==> config.mk <==
export PLATFORM = sky130hd
export DESIGN_NAME = ctech_lib_rr_arb_ctrl
export DESIGN_NICKNAME = d
export VERILOG_FILES = /design/src/rtl/ctech_lib_arb_pkg.sv /design/src/rtl/ctech_lib_rr_pick.sv /design/src/rtl/ctech_lib_rr_arb_ctrl.sv
export SDC_FILE = /design/constraint.sdc
export NUM_CORES = 1
export LEC_CHECK = 0
export ABC_AREA = 1
export CAP_MARGIN = 5
export CORE_ASPECT_RATIO = 1.5
export CORE_MARGIN = 4
export CORE_UTILIZATION = 45
export CTS_CLUSTER_DIAMETER = 200
export CTS_CLUSTER_SIZE = 24
export DETAILED_ROUTE_END_ITERATION = 12
export GPL_TIMING_DRIVEN = 0
export PLACE_DENSITY = 0.71
export RECOVER_POWER = 50
export SLEW_MARGIN = 20
export SYNTH_ARGS = -nofsm -noshare
export SYNTH_HDL_FRONTEND = slang
export SYNTH_SLANG_ARGS = --single-unit
==> constraint.sdc <==
create_clock -name clk -period 2 [get_ports clk]
set_input_delay 0.3 -clock clk [delete_from_list [all_inputs] [get_ports clk]]
set_output_delay 0.3 -clock clk [all_outputs]
set_load 0.02 [all_outputs]
==> src/rtl/ctech_lib_arb_pkg.sv <==
// Shared types and helpers for the ctech-library round-robin arbiter.
package ctech_lib_arb_pkg;

  localparam int unsigned ARB_ST_W = 2;

  typedef enum logic [ARB_ST_W-1:0] {
    ARB_IDLE = 2'd0,
    ARB_GNT  = 2'd1,
    ARB_HOLD = 2'd2
  } arb_st_e;

  // Index of the (single) set bit; 0 for an all-zero vector.
  function automatic int unsigned onehot_to_idx(input logic [63:0] oh);
    int unsigned r;
    r = 0;
    for (int unsigned i = 0; i < 64; i++) begin
      if (oh[6'(i)]) r = i;
    end
    return r;
  endfunction

endpackage

==> src/rtl/ctech_lib_rr_pick.sv <==
// Combinational round-robin picker: first set request at or above ptr, wrapping.
module ctech_lib_rr_pick #(
  parameter  int unsigned N_REQ = 4,
  localparam int unsigned IDW   = $clog2(N_REQ)
) (
  input  logic [N_REQ-1:0] req_i,
  input  logic [IDW-1:0]   ptr_i,
  output logic [N_REQ-1:0] oh_c,
  output logic [IDW-1:0]   idx_c,
  output logic             any_c
);

  logic [IDW:0]   sum;
  logic [IDW-1:0] j;

  always_comb begin
    oh_c  = '0;
    idx_c = '0;
    any_c = 1'b0;
    sum   = '0;
    j     = '0;
    for (int unsigned k = 0; k < N_REQ; k++) begin
      sum = {1'b0, ptr_i} + (IDW+1)'(k);
      if (sum >= (IDW+1)'(N_REQ)) sum = sum - (IDW+1)'(N_REQ);
      j = sum[IDW-1:0];
      if (!any_c && req_i[j]) begin
        any_c   = 1'b1;
        oh_c[j] = 1'b1;
        idx_c   = j;
      end
    end
  end

endmodule

==> src/rtl/ctech_lib_rr_arb_ctrl.sv <==
// Round-robin arbiter with burst lock and hold limit; all grant outputs are flop-driven.
module ctech_lib_rr_arb_ctrl
  import ctech_lib_arb_pkg::*;
#(
  parameter  int unsigned N_REQ    = 4,
  parameter  int unsigned HOLD_MAX = 8,
  localparam int unsigned IDW      = $clog2(N_REQ),
  localparam int unsigned HCW      = $clog2(HOLD_MAX + 1)
) (
  input  logic             clk,
  input  logic             rst,
  input  logic             en,
  input  logic [N_REQ-1:0] req,
  input  logic [N_REQ-1:0] lock,
  output logic [N_REQ-1:0] gnt,
  output logic             gnt_vld,
  output logic [IDW-1:0]   gnt_id,
  output logic [HCW-1:0]   hold_cnt
);

  arb_st_e          st_q, st_d;
  logic [N_REQ-1:0] gnt_q, gnt_d;
  logic [IDW-1:0]   gnt_id_q, gnt_id_d;
  logic             gnt_vld_q, gnt_vld_d;
  logic [IDW-1:0]   ptr_q, ptr_d;
  logic [HCW-1:0]   hold_q, hold_d;

  logic [N_REQ-1:0] pick_oh;
  logic [IDW-1:0]   pick_idx;
  logic             pick_any;
  logic             own_req, own_lock, others_wait;

  ctech_lib_rr_pick #(.N_REQ(N_REQ)) u_pick (
    .req_i (req),
    .ptr_i (ptr_q),
    .oh_c  (pick_oh),
    .idx_c (pick_idx),
    .any_c (pick_any)
  );

  // Rotation only makes sense when a waiting requester could actually be granted.
  assign own_req     = |(req & gnt_q);
  assign own_lock    = |(lock & gnt_q);
  assign others_wait = en & (|(req & ~gnt_q));

  always_comb begin
    st_d   = st_q;
    gnt_d  = gnt_q;
    ptr_d  = ptr_q;
    hold_d = hold_q;
    unique case (st_q)
      ARB_IDLE: begin
        if (en && pick_any) begin
          st_d   = ARB_GNT;
          gnt_d  = pick_oh;
          ptr_d  = (pick_idx == IDW'(N_REQ - 1)) ? '0 : pick_idx + IDW'(1);
          hold_d = '0;
        end
      end
      ARB_GNT: begin
        if (!own_req || (!own_lock && others_wait)) begin
          st_d  = ARB_IDLE;
          gnt_d = '0;
        end else if (own_lock) begin
          st_d   = ARB_HOLD;
          hold_d = HCW'(1);
        end
      end
      ARB_HOLD: begin
        if (!own_req || (hold_q == HCW'(HOLD_MAX) && others_wait)) begin
          st_d   = ARB_IDLE;
          gnt_d  = '0;
          hold_d = '0;
        end else if (!own_lock) begin
          st_d   = ARB_GNT;
          hold_d = '0;
        end else if (hold_q != HCW'(HOLD_MAX)) begin
          hold_d = hold_q + HCW'(1);
        end
      end
      default: begin
        st_d   = ARB_IDLE;
        gnt_d  = '0;
        hold_d = '0;
      end
    endcase
    gnt_vld_d = |gnt_d;
    gnt_id_d  = IDW'(onehot_to_idx(64'(gnt_d)));
  end

  always_ff @(posedge clk) begin
    if (rst) begin
      st_q      <= ARB_IDLE;
      gnt_q     <= '0;
      gnt_id_q  <= '0;
      gnt_vld_q <= 1'b0;
      ptr_q     <= '0;
      hold_q    <= '0;
    end else begin
      st_q      <= st_d;
      gnt_q     <= gnt_d;
      gnt_id_q  <= gnt_id_d;
      gnt_vld_q <= gnt_vld_d;
      ptr_q     <= ptr_d;
      hold_q    <= hold_d;
    end
  end

  assign gnt      = gnt_q;
  assign gnt_vld  = gnt_vld_q;
  assign gnt_id   = gnt_id_q;
  assign hold_cnt = hold_q;

  a_onehot: assert property (@(posedge clk) disable iff (rst) $onehot0(gnt_q));
  a_req_prev: assert property (@(posedge clk) disable iff (rst) ((gnt_q & ~$past(req)) == '0));
  a_hold_max: assert property (@(posedge clk) disable iff (rst) (hold_q <= HCW'(HOLD_MAX)));

endmodule
# ---- After elaboration in Yosys (flattened, before gate mapping)
# Index checks and enable logic that the tools add are counted.
dict set report totals {
  reg_bits 15
  latchBits 0
  ram_bits 0
  rom_bits 0
  out_inout_bits 11
  elab_cells 124
  memories 0
}
dict set report op_classes {
  add_sub_neg 9
  n_mul 0
  div_mod_pow 0
  magnitude_cmp 12
  eq_ne 11
  shifts 0
  n_mux 53
  bitwise_logic 8
  reduce_logical 25
}
# cell count
set ops {}
lappend ops {{4-bit 2-to-1 mux} 13}
lappend ops {{2-bit 2-to-1 mux} 16}
lappend ops {{4-bit case mux with 3 select lines} 2}
lappend ops {{4-bit OR reduction} 4}
lappend ops {{1-bit 2-to-1 mux} 13}
lappend ops {{4-bit bitwise AND} 3}
lappend ops {{2-bit by 3-bit < comparator with 1-bit output, second input constant} 4}
lappend ops {{4-bit bitwise OR} 3}
lappend ops {{1-bit logical AND} 10}
lappend ops {{3-bit >= comparator, second input constant} 3}
lappend ops {{1-bit binary-select mux with 2-bit select} 4}
lappend ops {{1-bit demux with 2-bit select} 4}
lappend ops {{2-bit by 1-bit >= comparator with 1-bit output, second input constant} 4}
lappend ops {{4-bit inequality test, second input constant} 2}
lappend ops {{2-bit by 1-bit subtractor with 2-bit output, second input constant} 4}
lappend ops {{2-bit by 2-bit adder with 3-bit output, second input constant} 2}
lappend ops {{2-bit inequality test, second input constant} 3}
lappend ops {{3-bit inequality test, second input constant} 2}
lappend ops {{2-bit case mux with 3 select lines} 1}
lappend ops {{1-bit zero test} 5}
lappend ops {{4-bit by 1-bit adder with 4-bit output, second input constant} 1}
lappend ops {{2-bit equality test, second input constant} 2}
lappend ops {{4-bit equality test, second input constant} 1}
lappend ops {{4-bit inverter} 1}
lappend ops {{other kinds (10)} 11}

# ---- Longest topological paths before layout
# Gate-level depths: netlist of run 1.
dict set report depth {
  depth_word 20
  mapped_depth 15
}

# ---- Modules after synthesis
# Synthesis of run 1 repeated with hierarchy kept, for this count alone.
dict set report hier_totals {
  cells_unflattened 222
  area_unflattened_um2 1451.4
}
# mod instances cells_per_inst area_per_inst_um2 seq_area_each_um2
set by_module_without_submodules {}
lappend by_module_without_submodules {ctech_lib_rr_arb_ctrl 1 148 1011.0 300.3}
lappend by_module_without_submodules {ctech_lib_rr_pick 1 74 440.4 0.0}

# ---- Worst setup path after synthesis of run 1
# OpenSTA, ideal clock, no wires.
dict set report synth_path {
  path_kind {reg-to-reg}
  from {register ptr_q[1]}
  to {register gnt_vld_q (netlist: gnt_vld)}
  setup_time_ps 120
  arrival_ps 1906
  path_slack_ps -25
  path_stages_with_launch 14
  path_buffers 0
  period_less_slack_ps 2025
  path_cell_list {dfxtp_1 -> inv_1 -> ha_1 -> inv_1 -> nand3_1 -> nand2_2 -> nand4_2 -> nand2_4 -> nand2_4 -> nand2_4 -> nand2_1 -> nand2_2 -> o21ai_1 -> nand2_1}
}
dict set report synth_via {
  elab_chain_len 18
}
# item line
set synth_lines {}
lappend synth_lines {{from (decl)} ctech_lib_rr_arb_ctrl.sv:25} ;# logic [IDW-1:0] ptr_q, ptr_d;
lappend synth_lines {{from (signal assigned)} ctech_lib_rr_arb_ctrl.sv:104} ;# ptr_q <= ptr_d;
lappend synth_lines {{branches (longest 15 deep; another with 2-bit by 1-bit adder with 3-bit output)} -}
lappend synth_lines {{4-bit 2-to-1 mux (*)} ctech_lib_rr_arb_ctrl.sv:53} ;# if (en && pick_any) begin
lappend synth_lines {{4-bit case mux with 3 select lines (*)} ctech_lib_rr_arb_ctrl.sv:51} ;# unique case (st_q)
lappend synth_lines {{4-bit OR reduction (*)} ctech_lib_rr_arb_ctrl.sv:87} ;# gnt_vld_d = |gnt_d;
lappend synth_lines {{to (signal assigned)} ctech_lib_rr_arb_ctrl.sv:103} ;# gnt_vld_q <= gnt_vld_d;
lappend synth_lines {{to (decl)} ctech_lib_rr_arb_ctrl.sv:24} ;# logic gnt_vld_q, gnt_vld_d;
# Mark *: on every way between the ends. The select of a mux whose other input is x is not followed.
# A chain may end at the register's enable or synchronous reset.

# ---- Final worst setup path of run 1
dict set report layout_path {
  from {input port req[3]}
  to {register gnt_vld_q (netlist: gnt_vld)}
}
dict set report layout_via {
  elab_chain_len 16
}
# item line
set layout_lines {}
lappend layout_lines {{from (decl)} ctech_lib_rr_arb_ctrl.sv:13} ;# input logic [N_REQ-1:0] req,
lappend layout_lines {{1-bit binary-select mux with 2-bit select} ctech_lib_rr_pick.sv:26} ;# if (!any_c && req_i[j]) begin
lappend layout_lines {{1-bit 2-to-1 mux (implied by the code)} ctech_lib_rr_pick.sv:26}
lappend layout_lines {{1-bit 2-to-1 mux} ctech_lib_rr_pick.sv:26}
lappend layout_lines {{1-bit zero test} ctech_lib_rr_pick.sv:26}
lappend layout_lines {{1-bit logical AND} ctech_lib_rr_pick.sv:26}
lappend layout_lines {{1-bit 2-to-1 mux} ctech_lib_rr_pick.sv:26}
lappend layout_lines {{1-bit zero test} ctech_lib_rr_pick.sv:26}
lappend layout_lines {{1-bit logical AND} ctech_lib_rr_pick.sv:26}
lappend layout_lines {{1-bit 2-to-1 mux} ctech_lib_rr_pick.sv:26}
lappend layout_lines {{1-bit zero test} ctech_lib_rr_pick.sv:26}
lappend layout_lines {{1-bit logical AND} ctech_lib_rr_pick.sv:26}
lappend layout_lines {{1-bit 2-to-1 mux} ctech_lib_rr_pick.sv:26}
lappend layout_lines {{1-bit logical AND} ctech_lib_rr_arb_ctrl.sv:53}
lappend layout_lines {{4-bit 2-to-1 mux} ctech_lib_rr_arb_ctrl.sv:53}
lappend layout_lines {{4-bit case mux with 3 select lines (*)} ctech_lib_rr_arb_ctrl.sv:51}
lappend layout_lines {{4-bit OR reduction (*)} ctech_lib_rr_arb_ctrl.sv:87}
# Every way passes the cells marked *; elsewhere a longest branch is shown, timed or not. The select of a mux whose other input is x is not followed.

==> results of run 1 <==
-- stage by stage --
stage	utilization (%)	setup WS [ns]	TNS [ns]	hold WS, ns
2_1_floorplan	-	0.0959	0	0.496
3_3_place_gp	54.7	-0.218	-2.19	0.515
3_5_place_dp	54.7	-0.237	-2.41	0.524
4_1_cts	57.3	0.0259	0	0.448
5_1_grt	58.2	0.00378	0	0.474
6_report	58.2	0.163	0	0.446
-- registers in the layout (all words and copies together), names as in the netlist, named ones only --
| signal | flops |
|---|---|
| st_q | 2 |
| ptr_q | 1 |
| gnt_vld | 1 |
| hold_cnt | 4 |
| gnt_id | 2 |
| gnt | 4 |
-- cells by family (layout without fill, tap and decap cells) --
kind of cell,after synthesis,in the layout,share of synthesized area [%]
flip-flops,15,15,20.3
adder cells (fa/ha/maj),14,14,11.9
XOR/XNOR,2,2,1.19
buffers and inverters,35,62,9.24
AO/OA/AOI/OAI,27,27,10.3
AND/OR/NAND/NOR,130,130,47.0
-- worst max-delay path by stage --
stage / cells after the start / to / slack (ns)
after detailed placement: 12 / hold_cnt[1] / -0.24
after CTS: 12 / hold_cnt[1] / 0.03
after floorplan: 13 / gnt_vld / 0.1
after global placement: 12 / hold_cnt[1] / -0.22
after global routing: 14 / gnt_vld / 0.004
final: 14 / gnt_vld / 0.16
-- where the power goes --
group	total, uW	switching, uW	internal (uW)
combinational	2230	1430	803
sequential	512	101	412
clock	240	102	138
total	2990	1630	1350
-- layer usage --
| layer | up-vias | GRT usage, % | wire length [microns] |
|---|---|---|---|
| li1 | 770 | - | - |
| met1 | 641 | 19.8 | 1290 |
| met2 | 27 | 35.0 | 1990 |
| met3 | 8 | 1.71 | 72 |
| met4 | 0 | 8.48 | 91 |
| met5 | - | 0 | 0 |
-- worst max-delay path: stages --
cell	delay, ns
sky130_fd_sc_hd__clkdlybuf4s50_1	0.54
sky130_fd_sc_hd__inv_1	0.07
sky130_fd_sc_hd__o21ai_0	0.14
sky130_fd_sc_hd__inv_1	0.05
sky130_fd_sc_hd__nand2_1	0.08
sky130_fd_sc_hd__nand3_1	0.09
sky130_fd_sc_hd__nand2_2	0.13
sky130_fd_sc_hd__nand2_1	0.06
sky130_fd_sc_hd__inv_1	0.08
sky130_fd_sc_hd__nand2_4	0.06
sky130_fd_sc_hd__nand2_1	0.07
sky130_fd_sc_hd__nand2_2	0.07
sky130_fd_sc_hd__o21ai_1	0.15
sky130_fd_sc_hd__nand2_1	0.06
-- synthesized netlist by cell type (2+ instances only) --
master                     count  area (sq um)
sky130_fd_sc_hd__nor2_4        3          33.8
sky130_fd_sc_hd__nand3_4       2          35.0
sky130_fd_sc_hd__nand4_1       4          25.0
sky130_fd_sc_hd__a21boi_1      2          15.0
sky130_fd_sc_hd__nand2_1      62           233
sky130_fd_sc_hd__dfxtp_1      15           300
sky130_fd_sc_hd__nand2_2       9          56.3
sky130_fd_sc_hd__inv_1        31           116
sky130_fd_sc_hd__nand2_4       6          67.6
sky130_fd_sc_hd__nor2_1       12          45.0
sky130_fd_sc_hd__ha_1         14           175
sky130_fd_sc_hd__a22oi_1       2          15.0
sky130_fd_sc_hd__xor2_1        2          17.5
sky130_fd_sc_hd__nand3_1      27           135
sky130_fd_sc_hd__o21ai_1       5          25.0
sky130_fd_sc_hd__inv_4         2          12.5
sky130_fd_sc_hd__a21oi_1       6          30.0
sky130_fd_sc_hd__o21ai_0       9          45.0
-- cell type report --
type	instances	area (sq um)
Inverter	34	139
Buffer	1	3.75
Clock buffer	3	41.3
Multi-Input combinational cell	173	1060
Clock inverter	1	5.00
Sequential cell	15	308
Fill cell	315	1320
Timing Repair Buffer	23	228
Tap cell	40	50.0
-- placed cells by master, fill, tap and decap left out, types with 2 or more instances in the layout --
cell / synthesis / layout
sky130_fd_sc_hd__o21ai_0: 9 / 7
sky130_fd_sc_hd__nand2_4: 6 / 6
sky130_fd_sc_hd__nor2_4: 3 / 4
sky130_fd_sc_hd__dlymetal6s2s_1: 0 / 2
sky130_fd_sc_hd__buf_4: 0 / 3
sky130_fd_sc_hd__ha_1: 14 / 13
sky130_fd_sc_hd__dlygate4sd3_1: 0 / 11
sky130_fd_sc_hd__clkbuf_8: 0 / 3
sky130_fd_sc_hd__dfxtp_4: 0 / 2
sky130_fd_sc_hd__nor2_1: 12 / 10
sky130_fd_sc_hd__nor2_2: 1 / 2
sky130_fd_sc_hd__a21boi_1: 2 / 2
sky130_fd_sc_hd__a22oi_1: 2 / 2
sky130_fd_sc_hd__nand2_1: 62 / 61
sky130_fd_sc_hd__inv_1: 31 / 29
sky130_fd_sc_hd__nand3_4: 2 / 2
sky130_fd_sc_hd__xor2_1: 2 / 2
sky130_fd_sc_hd__a21oi_1: 6 / 6
sky130_fd_sc_hd__dfxtp_1: 15 / 13
sky130_fd_sc_hd__nand3_1: 27 / 27
sky130_fd_sc_hd__nand4_1: 4 / 4
sky130_fd_sc_hd__inv_2: 1 / 2
sky130_fd_sc_hd__nand2_2: 9 / 10
sky130_fd_sc_hd__o21ai_1: 5 / 7
sky130_fd_sc_hd__clkdlybuf4s50_1: 0 / 7
-- what timing repair did --
item                       in CTS  in global routing
resized for setup               4                 11
setup endpoints to repair      15                 15
setup buffers                   3                  0
pin swaps                       0                  1
==> impl_summary.txt, run 1 <==
----------------------------------------------------
[Status]
  Outcome ... completed

[CTS]
  Clock latency of the later-clocked register in the worst-skew pair ... roughly 0.24 ns
  Max Buffers Root-to-Sink ... 2
  Post-CTS Hold Fix Bufs ... 0
  Level count of the clock H-tree ... 1
  Clock Sinks ... 15
  TritonCTS clock tree ... done
  Clock Pin Slew Worst Setup and Hold Paths ... 0.06 ns
  Root Driver ... sky130_fd_sc_hd__clkbuf_8
  TritonCTS buffer count ... 3

[Floorplanning]
  Boundary pin count ... 22
  Starting utilization of the core area ... 46.7%
  Number of rows in the core area ... 25
  Placeable Area ... 3160 sq um
  Chip height ... roughly 78 microns
  Die Footprint ... 4280 sq um
  Horiz. Die Dim ... roughly 55 microns

[Pwr]
  Power consumption ... ~3000 uW
  Leakage component of the power ... 0.000912 uW
  Max rail drop VDD ... ~0.0009 V
  P per Cell Area ... 1620 nW/um^2

[Yosys]
  Predominant post-synthesis flop cell ... sky130_fd_sc_hd__dfxtp_1
  Synthesized Nets ... 248
  Number of synthesized flops with an enable pin ... 0
  Post-Synthesis Mean Instance Area ... between 6 and 7 sq um
  Netlist cell types ... 28
  Part of the Yosys area used for sequential elements ... 20.3%
  Total number of yosys warnings ... 0
  Mapped Cells ... 223
  Number of synthesized register bits ... 15
  Synthesized area ... 1480 sq um
  Async set-or-reset flop fraction in the synthesized netlist ... 0%

[Worst setup path]
  Reg2Reg Launch Point ... ptr_q[1]
  Crit Reg-Reg Endpoint ... gnt_vld
  Data required time at the worst endpoint ... 2.13 ns
  Crit path capture type ... flop
  Worst Reg2Reg Path Length in Cells ... 13
  Worst Setup Path Type ... input pin to flop
  Arrival time of data at the critical path endpoint ... just under 2 ns
  Kind of launch point of the worst setup path ... input pin
  FF-to-FF setup slack ... approximately 0.17 ns
  Largest driver fanout on the critical path ... 4
  Startpoint of the worst setup timing path ... req[3]

[Worst hold path]
  Cells on Worst Hold Path ... 2
  Hold/Removal Path Class ... input pin to flop
  Endpoint of the worst hold-timing path ... gnt[0]
  Origin of the worst min-delay path ... rst

[Placement]
  Total half-perimeter wirelength after legalization and detailed placement ... approximately 2900 microns
  Number of cells after detailed placement ... 283
  Count of input and output buffers ... 20
  Placed cell areas ... ~1700 sq um
  Placer congestion estimate ... 0.902

[Timing]
  Time the worst path needs with I/O delays and setup ... 1.84 ns
  Final Max Slew Viols ... 0
  Crit share post-route ... between 90% and 100%
  Final-report setup violation count ... 0
  Maximum achievable frequency ... 0.544 GHz
  Unrepaired setup endpoints after global routing ... false
  Max-Slew Margin vs Limit ... 69.8%
  Least-Margin Pin Slew ... 0.452 ns
  Count of endpoints failing hold in the final timing report ... 0
  Clock tree skew after final layout ... 0.00422 ns

[Drt]
  Post-route DRC ... 0
  Number of iterations in the first detailed-routing pass ... 4
  Total number of vias ... 1,446
  Post-detailed-routing wire length ... 3450 microns
  Drt initial violations ... 29
  Count of antenna-violating nets left after detailed routing ... 0
  Ratio of routed vias to standard cells ... roughly 5.0
  DR WL/cell ... 11.9 microns

[Final layout]
  Growth of design area from synthesis to finish ... 24.6%
  Share of final-layout standard cells stronger than drive strength 1 ... 16.8%
  Final design instance area without fill ... 1840 sq um
  Nets ... 276
  Number of antenna diodes ... 0
  Non-filler instance count after layout ... between 200 and 300

[Global route]
  Overall overflow remaining after global route ... 0
  Largest net degree at the start of global routing ... 13
  Global-route usage over all layers ... 18.8%
  Global-route wire length before repair ... 6070 microns
  Antenna violations before repair ... 0
  Via count of the first global-routing pass ... approximately 1,400

[Flow run]
  Max-cap check violation count ... 0

----------------------------------------------------
No activity file was read; power rests on OpenSTA's default activity.
==> inputs of run 2 (changes only) <==
--- a/config.mk
+++ b/config.mk
@@ -8,13 +8,13 @@
 export ABC_AREA = 1
 export CAP_MARGIN = 5
 export CORE_ASPECT_RATIO = 1.5
-export CORE_MARGIN = 4
+export CORE_MARGIN = 1.5
 export CORE_UTILIZATION = 45
 export CTS_CLUSTER_DIAMETER = 200
 export CTS_CLUSTER_SIZE = 24
 export DETAILED_ROUTE_END_ITERATION = 12
+export DONT_BUFFER_PORTS = 1
 export GPL_TIMING_DRIVEN = 0
-export PLACE_DENSITY = 0.71
 export RECOVER_POWER = 50
 export SLEW_MARGIN = 20
 export SYNTH_ARGS = -nofsm -noshare
==> impl_summary.txt, run 2 (same netlist as run 1, synthesis figures left out) <==
----------------------------------------------------
[Drt]
  Total number of vias ... 1,443
  Ratio of routed vias to standard cells ... 5.25
  Number of iterations in the first detailed-routing pass ... 5
  Drt initial violations ... 49
  DR WL/cell ... 13.2 microns
  Count of antenna-violating nets left after detailed routing ... 0
  Post-route DRC ... 0
  Post-detailed-routing wire length ... 3620 microns

[Global route]
  Via count of the first global-routing pass ... 1,392
  Global-route wire length before repair ... 6180 microns
  Antenna violations before repair ... 0
  Overall overflow remaining after global route ... 0
  Largest net degree at the start of global routing ... 13
  Global-route usage over all layers ... between 20% and 30%

[Floorplanning]
  Die Footprint ... 3640 sq um
  Chip height ... 73.2 microns
  Starting utilization of the core area ... 47.2%
  Horiz. Die Dim ... 49.8 microns
  Boundary pin count ... 22
  Placeable Area ... 3130 sq um
  Number of rows in the core area ... 25

[Worst setup path]
  Largest driver fanout on the critical path ... 12
  Data required time at the worst endpoint ... about 2.2 ns
  FF-to-FF setup slack ... ~0.16 ns
  Worst Reg2Reg Path Length in Cells ... 13
  Crit path capture type ... flop
  Arrival time of data at the critical path endpoint ... between 1.5 and 2 ns
  Crit Reg-Reg Endpoint ... gnt_vld
  Kind of launch point of the worst setup path ... flop
  Worst Setup Path Type ... flop to flop

[CTS]
  Level count of the clock H-tree ... 1
  Max Buffers Root-to-Sink ... 2
  Clock latency of the later-clocked register in the worst-skew pair ... 0.26 ns
  Clock Sinks ... 15
  TritonCTS clock tree ... done
  Root Driver ... sky130_fd_sc_hd__clkbuf_8
  TritonCTS buffer count ... 3
  Clock Pin Slew Worst Setup and Hold Paths ... 0.07 ns

[Worst hold path]
  Cells on Worst Hold Path ... 4
  Origin of the worst min-delay path ... en
  Hold/Removal Path Class ... input pin to flop

[Pwr]
  Power consumption ... 3090 uW
  Max rail drop VDD ... roughly 0.0011 V
  Leakage component of the power ... roughly 0.0008 uW
  P per Cell Area ... 1830 nW/um^2

[Timing]
  Final-report setup violation count ... 0
  Time the worst path needs with I/O delays and setup ... about 1.8 ns
  Clock tree skew after final layout ... between 0.006 and 0.007 ns
  Maximum achievable frequency ... 0.544 GHz
  Crit share post-route ... 91.9%
  Count of endpoints failing hold in the final timing report ... 0
  Least-Margin Pin Slew ... 0.393 ns
  Final Max Slew Viols ... 0
  Worst Setup Slack, final ... 0.163 ns
  Unrepaired setup endpoints after global routing ... false
  Max-Slew Margin vs Limit ... 73.8%

[Flow run]
  Max-cap check violation count ... 0

[Placement]
  Pre-CTS worst setup slack ... -0.215 ns
  Placer congestion estimate ... 0.851
  Total half-perimeter wirelength after legalization and detailed placement ... 2890 microns
  Count of input and output buffers ... 0

[Final layout]
  Share of final-layout standard cells stronger than drive strength 1 ... between 20% and 30%
  Most common library cell in the layout ignoring fill and taps ... sky130_fd_sc_hd__nand2_1
  Most frequent cells in the layout ... sky130_fd_sc_hd__nand2_1 (62), sky130_fd_sc_hd__inv_1 (29), sky130_fd_sc_hd__nand3_1 (27), sky130_fd_sc_hd__ha_1 (13), sky130_fd_sc_hd__nor2_1 (10)
  Total of fill cells in the finished design ... 329
  Number of antenna diodes ... 0
  Growth of design area from synthesis to finish ... 14.7%
  Nets ... 261

[Status]
  Outcome ... completed

----------------------------------------------------
[run 2: cell types whose count changed in the layout (fill, tap and decap cells not counted), moves of 2 or more]
cell	delta
sky130_fd_sc_hd__a21boi_1	-2
sky130_fd_sc_hd__a21boi_2	+2
sky130_fd_sc_hd__buf_4	+5
sky130_fd_sc_hd__clkdlybuf4s50_1	-7
sky130_fd_sc_hd__dfxtp_1	-6
sky130_fd_sc_hd__dfxtp_2	+6
sky130_fd_sc_hd__dlygate4sd3_1	-11
sky130_fd_sc_hd__dlymetal6s2s_1	-2
[run 2: power breakdown]
part           switching [uW]  total [uW]  internal (uW)
Clock                     119         257            139
Combinational            1410        2220            813
Sequential                194         616            421
[run 2: how the worst max path moves through the flow]
stage / from / endpoint / slack (ns) / cells past startpoint
floorplan: ptr_q[1] / gnt_vld / 0.1 / 13
global placement: ptr_q[1] / gnt_vld / -0.18 / 13
detailed placement: ptr_q[1] / gnt_vld / -0.21 / 13
CTS: hold_cnt[0] / hold_cnt[1] / 0.01 / 12
global route: flop / ptr_q[1] / 0.004 / 13
finish: flop / gnt_vld / 0.16 / 13
[run 2: stage by stage]
stage               hold slack [ns]  cell area, sq um  TNS, ns  utilization (%)  std cells
detailed placement            0.539              1530    -2.17             48.9        263
finish                        0.327              1690        0             54.2        275
global route                  0.368              1690        0             54.2        275
floorplan                     0.496              1480        0                -        223
CTS                           0.325              1610        0             51.3        268
global placement              0.521              1530    -1.60             48.9        263
[run 2: routing by layer]
| metal | global-route usage [%] | vias to the layer above | share of wire, % |
|---|---|---|---|
| met5 | 0 | - | 0 |
| met2 | 44.6 | 31 | 57 |
| met3 | 1.43 | 5 | 3.3 |
| met4 | 9.57 | 0 | 1.7 |
| met1 | 22.4 | 670 | 38 |
| li1 | - | 737 | - |
[run 2: cell type report]
type                            instances  area, sq um  share of cell area [%]
Timing Repair Buffer                    8         60.1                    3.55
Multi-Input combinational cell        173         1080                    63.6
Buffer                                  1         3.75                   0.222
Clock buffer                            3         41.3                    2.44
Sequential cell                        15          315                    18.6
Tap cell                               40         50.0                    2.95
Inverter                               34          141                    8.35
Clock inverter                          1         5.00                   0.295
[run 2: repair_timing]
action,4_1_cts,5_1_grt
pin swaps,0,6
hold buffers,0,0
endpoints found under the setup margin,15,15
setup buffers,1,7
resized for setup,5,16
[run 2: critical path, stage by stage, from the launching register on]
cell                      delay, ns
sky130_fd_sc_hd__dfxtp_4       0.41
sky130_fd_sc_hd__inv_8         0.07
sky130_fd_sc_hd__ha_4          0.30
sky130_fd_sc_hd__inv_2         0.05
sky130_fd_sc_hd__nand3_1       0.08
sky130_fd_sc_hd__nand2_2       0.11
sky130_fd_sc_hd__nand4_4       0.10
sky130_fd_sc_hd__nand2_4       0.07
sky130_fd_sc_hd__nand2_4       0.09
sky130_fd_sc_hd__nand2_4       0.06
sky130_fd_sc_hd__nand2_1       0.07
sky130_fd_sc_hd__nand2_2       0.08
sky130_fd_sc_hd__o21ai_2       0.16
sky130_fd_sc_hd__nand2_1       0.06
==> inputs of run 3 (changes only) <==
--- a/config.mk
+++ b/config.mk
@@ -15,6 +15,7 @@
 export DETAILED_ROUTE_END_ITERATION = 12
 export DONT_BUFFER_PORTS = 1
 export GPL_TIMING_DRIVEN = 0
+export MAX_ROUTING_LAYER = met4
 export RECOVER_POWER = 50
 export SLEW_MARGIN = 20
 export SYNTH_ARGS = -nofsm -noshare
==> results of run 3 <==
Final layout, timing and power as in run 2 (identical DEF).
Main changes from that run: final weighted congestion in routability-driven placement 0.851 -> 0.864; overall routing resource usage 22.0% -> 22.6%; violation count after the first detailed-route iteration 49 -> 54
